**src/rtl/rms_window_feeder.sv**
```systemverilog
// rms_window_feeder: squares a signed sample stream, sums 2**LOG_N squares
// per window and emits the rounded mean-of-squares as a one-cycle
// radicand/start pair for a downstream pipelined square-root core.
module rms_window_feeder #(
    parameter int DATA_BITS  = 8,
    parameter int LOG_N      = 2,
    parameter int INPUT_BITS = 16,
    localparam int FILL_W    = (LOG_N == 0) ? 1 : LOG_N
) (
    input  logic                  clk,
    input  logic                  rst,
    input  logic                  in_valid,
    input  logic [DATA_BITS-1:0]  in_data,
    input  logic                  clear,
    output logic                  start,
    output logic [INPUT_BITS-1:0] radicand,
    output logic [FILL_W-1:0]     fill
);

    localparam int SQ_W  = 2 * DATA_BITS;
    localparam int ACC_W = SQ_W + LOG_N;
    localparam int N     = 1 << LOG_N;

    // Half of the window length gives round-half-up; zero for single-sample windows.
    localparam logic [ACC_W-1:0]  ROUND     = ACC_W'(N >> 1);
    localparam logic [FILL_W-1:0] LAST_FILL = FILL_W'(N - 1);

    logic signed [SQ_W-1:0] din_ext;
    logic signed [SQ_W-1:0] prod;
    logic [SQ_W-1:0]        sq;
    logic                   sq_v;
    logic                   sq_last;
    logic [ACC_W-1:0]       acc;
    logic [ACC_W-1:0]       sum_last;
    logic [SQ_W-1:0]        mean;

    // Signed square and the rounded window total when the last square arrives.
    always_comb begin
        din_ext  = SQ_W'($signed(in_data));
        prod     = din_ext * din_ext;
        sum_last = acc + ACC_W'(sq) + ROUND;
        mean     = sum_last[ACC_W-1:LOG_N];
    end

    // Stage 1: register the square, tag the window's last sample, advance fill.
    always_ff @(posedge clk) begin
        if (rst) begin
            sq      <= '0;
            sq_v    <= 1'b0;
            sq_last <= 1'b0;
            fill    <= '0;
        end else if (clear) begin
            sq_v    <= 1'b0;
            sq_last <= 1'b0;
            fill    <= '0;
        end else if (in_valid) begin
            sq      <= prod;
            sq_v    <= 1'b1;
            sq_last <= (fill == LAST_FILL);
            fill    <= (fill == LAST_FILL) ? '0 : fill + 1'b1;
        end else begin
            sq_v    <= 1'b0;
        end
    end

    // Stage 2: accumulate squares; on the last one emit the mean and restart.
    always_ff @(posedge clk) begin
        if (rst) begin
            acc      <= '0;
            start    <= 1'b0;
            radicand <= '0;
        end else if (clear) begin
            acc      <= '0;
            start    <= 1'b0;
        end else begin
            start <= 1'b0;
            if (sq_v) begin
                if (sq_last) begin
                    radicand <= INPUT_BITS'(mean);
                    acc      <= '0;
                    start    <= 1'b1;
                end else begin
                    acc <= acc + ACC_W'(sq);
                end
            end
        end
    end

endmodule
```
**config.mk**
```make
export PLATFORM = sky130hd
export DESIGN_NAME = rms_window_feeder
export DESIGN_NICKNAME = d
export VERILOG_FILES = /design/src/rtl/rms_window_feeder.sv
export SDC_FILE = /design/constraint.sdc
export NUM_CORES = 1
export LEC_CHECK = 0
export CAP_MARGIN = 20
export CORE_MARGIN = 8
export CORE_UTILIZATION = 62
export DETAILED_ROUTE_END_ITERATION = 12
export HOLD_SLACK_MARGIN = 0.12
export PLACE_DENSITY = 0.79
export SLEW_MARGIN = 10
export SYNTH_ARGS = -nofsm -noshare
export SYNTH_HDL_FRONTEND = slang
export SYNTH_SLANG_ARGS = --single-unit
```
**constraint.sdc**
```tcl
create_clock -name clk -period 5.4 [get_ports clk]
set_clock_uncertainty 0.1 [all_clocks]
set_input_delay 0.81 -clock clk [delete_from_list [all_inputs] [get_ports clk]]
set_output_delay 0.81 -clock clk [all_outputs]
set_load 0.1 [all_outputs]
```
==> impl_metrics.yaml <==
worst_setup_path:
  critical_path.cell_chain: "clkdlybuf4s50_1, and2_1, xnor2_1, ha_1, inv_1, fa_1, inv_1, fa_1, inv_1, fa_1, inv_1, ha_1, inv_1, o21a_1, o211a_1, nor3_2, nor2_1, a2111oi_1, a211oi_1"
  worstPathArrival_ps: 5210
  critical_path.startpoint_type: "input pin"
  timing.rr.end: "radicand[14]"
  slowest_library_cell_on_the_worst_path: "sky130_fd_sc_hd__clkdlybuf4s50_1"
  worst-r2r-cell-count: 10
  worstSetupPathType: "in -> reg"
  timing.critical_path.fanout_max: 7
  cp_data_required_time_ps: 5500
  worst_path_largest_cell_delay_ps: 580
  crit_top_cell: "sky130_fd_sc_hd__inv_1"
  timing.rr.start: "sq[0]"
  ff2ff_setup_slack_ps: 2210
  setup.worst_path.end_class: "register"
pwr:
  power.share.clock_pct: 12.5
  power_report.internal_total_mw: 1.055
  fraction_of_power_spent_switching_nets_pct: 43.61
  powerDensity_nw_per_um2: 310.8
  combinationalPowerShare_pct: 63.3
  power.ir.vdd_worst_mv: 0.1381
  design_power_total_mw: 1.871
  total_switching_power_mw: 0.8161
  total_leakage_power_nw: 2.678
  power.sequential.fraction_pct: 24.3
logic_synthesis:
  synth_nets: 751
  netlist_instances: 654
  netlist.area_leader.share_pct: 19.92
  synthFlopType: "sky130_fd_sc_hd__dfxtp_1"
  ys_seq_elements: 54
  distinct_cells_synth: 75
  number_of_flops_mapped_to_enable_cells_by_yosys: 0
  leading_cell_types_by_total_area_after_synthesis: "sky130_fd_sc_hd__dfxtp_1 20%, sky130_fd_sc_hd__fa_1 15%, sky130_fd_sc_hd__ha_1 10%"
  mappedNetlistArea_um2: 5426
  async_reset_ff_share_pct: 0
  yosysSeqAreaShare_pct: 19.92
  postSynthAreaPerCell_um2: 8.297
  synth.largest_area_cell: "sky130_fd_sc_hd__dfxtp_1"
  yosys_warnings: 0
sta:
  grt_setup_unrepaired: "false"
  timing.setup.tns_ps: 0
  post_route_clock_period_utilization_pct: 94.75
  slew_hr_pct: 33.55
  period_minus_slack_ps: 5117
  worst-slew-pin-transition_ps: 993.6
  finalHoldViolations: 0
  fmax_mhz: 195.4
  timing.final.setup_violations: 0
  final-max-slew-violation-count: 0
status:
  outcome: "complete, no violations"
placed_design:
  place_congestion: 0.8995
  numPortBuffers: 30
  post-dp-hpwl_mm: 9.244
final_layout:
  drive_gt1_share_pct: 9.144
  final_nets: 785
  synthesis_to_layout_area_growth_pct: 10.95
  layout_common_cells: "91 x sky130_fd_sc_hd__inv_1, 54 x sky130_fd_sc_hd__dfxtp_1, 53 x sky130_fd_sc_hd__nor2_1"
  multi_input_comb_area_um2: 3864
  fillCellCount: 710
  post-route-util_pct: 70.06
  ff_latch_area_um2: 1081
  antenna_cells: 0
  commonest_non_fill_non_tap_cell_in_the_layout: "sky130_fd_sc_hd__inv_1"
detailed_routing:
  detailroute.via_count: 4486
  drt-wirelength-per-cell_um: 13.95
  finalWirelength_mm: 11.12
  residual_drc: 0
  drt-pass1-iter-count: 4
  detail_route.vias_per_cell: 5.629
  detailed_router_s_first_iteration_violation_count: 174
  final_antenna_net_count: 0
clocking:
  postCtsSetupRepairBufs: 0
  cts-root-to-sink-buffers: 2
  cts_tree: "built"
  htree_num_levels: 2
  cts_sinks: 54
  insertion_delay_ps: 320
  clk_transition_reported_paths_ps: 100
  cts_inserted_buffers: 5
  cts_hold_repair.buffers: 0
  ctsRootBufferMaster: "sky130_fd_sc_hd__clkbuf_8"
floorplanning:
  starting_density_of_the_core_pct: 63.15
  io_pins: 31
  chipWidth_um: 109.6
  floorplan.die_area_um2: 12000
  rows: 34
  die-height_um: 109.6
  design.core.area_um2: 8593
grt:
  grt_pass1_wl_mm: 19.53
  grt_pass1_vias: 4572
  grt_start_max_net_pins: 32
  grt_usage_pct: 19.63
  grt_remaining_overflow: 0
  antenna_found_initial: 0
hold_path:
  holdPathEnd: "radicand[0]"
  min_path_type: "reg -> reg"
  holdPathStages: 2
  hp-start: "radicand[0]"
run:
  cap_viol_max_count: 0
==> Yosys cell counts (6+ instances only) <==
| master | number |
|---|---|
| sky130_fd_sc_hd__inv_1 | 91 |
| sky130_fd_sc_hd__ha_1 | 44 |
| sky130_fd_sc_hd__clkbuf_1 | 19 |
| sky130_fd_sc_hd__nand2b_1 | 8 |
| sky130_fd_sc_hd__nor3_1 | 11 |
| sky130_fd_sc_hd__nand3_1 | 14 |
| sky130_fd_sc_hd__a21o_1 | 7 |
| sky130_fd_sc_hd__and3_1 | 7 |
| sky130_fd_sc_hd__nor2b_1 | 21 |
| sky130_fd_sc_hd__a31o_2 | 6 |
| sky130_fd_sc_hd__dfxtp_1 | 54 |
| sky130_fd_sc_hd__o21a_1 | 7 |
| sky130_fd_sc_hd__a211oi_1 | 13 |
| sky130_fd_sc_hd__and2_1 | 17 |
| sky130_fd_sc_hd__nand2_1 | 48 |
| sky130_fd_sc_hd__xnor2_1 | 26 |
| sky130_fd_sc_hd__o21ai_0 | 19 |
| sky130_fd_sc_hd__xor2_1 | 9 |
| sky130_fd_sc_hd__nor2_1 | 53 |
| sky130_fd_sc_hd__fa_1 | 41 |
| sky130_fd_sc_hd__a21oi_1 | 44 |
==> critical path: cells and delay by family <==
| kind | cells | cell delay, ps |
|---|---|---|
| fa+ha+maj | 5 | 2070 |
| compound gates | 4 | 930 |
| buf+inv | 6 | 820 |
| simple gates | 3 | 510 |
| xor+xnor | 1 | 80 |
==> worst max path at each step <==
stage / depth (start not counted) / endpoint / startpoint
6_report: 19 / sq[15] / in_data[0]
5_1_grt: 19 / sq[15] / in_data[1]
4_1_cts: 19 / sq[15] / in_data[7]
3_5_place_dp: 19 / sq[15] / in_data[7]
3_3_place_gp: 19 / sq[15] / in_data[7]
2_1_floorplan: 16 / sq[15] / in_data[7]
==> stage by stage <==
step	hold WS (ps)	cell area, µm²	instances	setup slack (ps)
2_1_floorplan	336.2	5426	654	521.3
3_3_place_gp	346.6	5896	787	-40.60
3_5_place_dp	348.2	5896	787	-267.9
4_1_cts	362.5	5987	795	65.77
5_1_grt	380.2	6021	797	30.36
6_report	359.8	6021	797	283.4
==> power by group through the flow <==
stage | combinational (mW) | sequential (mW) | clock (mW)
5_1_grt | 1.36 | 0.460 | 0.256
3_3_place_gp | 1.13 | 0.463 | 0
4_1_cts | 1.18 | 0.454 | 0.240
2_1_floorplan | 0.935 | 0.458 | 0
3_5_place_dp | 1.17 | 0.463 | 0
6_report | 1.18 | 0.454 | 0.233
==> sequential cells by signal (all words and copies together) (netlist names) <==
signal    cells
start         1
fill          2
sq           15
sq_last       1
radicand     16
acc          18
sq_v          1
==> final cells by class <==
type / count / share of cell area, %
clock buffer: 5 / 1.143
clock inverter: 3 / 0.3741
inverter: 91 / 5.673
multi-input combinational: 480 / 64.17
sequential: 54 / 17.96
tap: 108 / 2.244
timing repair buffer: 56 / 8.437
==> repair_timing <==
item | 4_1_cts | 5_1_grt
endpoints found under the setup margin | 0 | 3
gates resized for setup | 0 | 6
endpoints found under the hold margin | 0 | 0
==> metal layers <==
metal / GRT usage (%) / part of all wire [%] / vias up
met1: 22.18 / 43 / 2117
met2: 36.43 / 51 / 71
li1: - / - / 2279
met4: 8.004 / 2.4 / 0
met5: 0 / 0 / -
met3: 2.403 / 3.4 / 19
==> cells by family after synthesis <==
logic type / Yosys count / synth area share, %
flip-flops: 54 / 19.92
buffers and inverters: 120 / 8.992
AND/OR/NAND/NOR: 212 / 20.24
AO/OA/AOI/OAI: 142 / 18.77
XOR/XNOR: 35 / 5.649
adder cells (fa/ha/maj): 85 / 25.27
multiplexers: 6 / 1.153
Power figures use the tool's default switching activity.
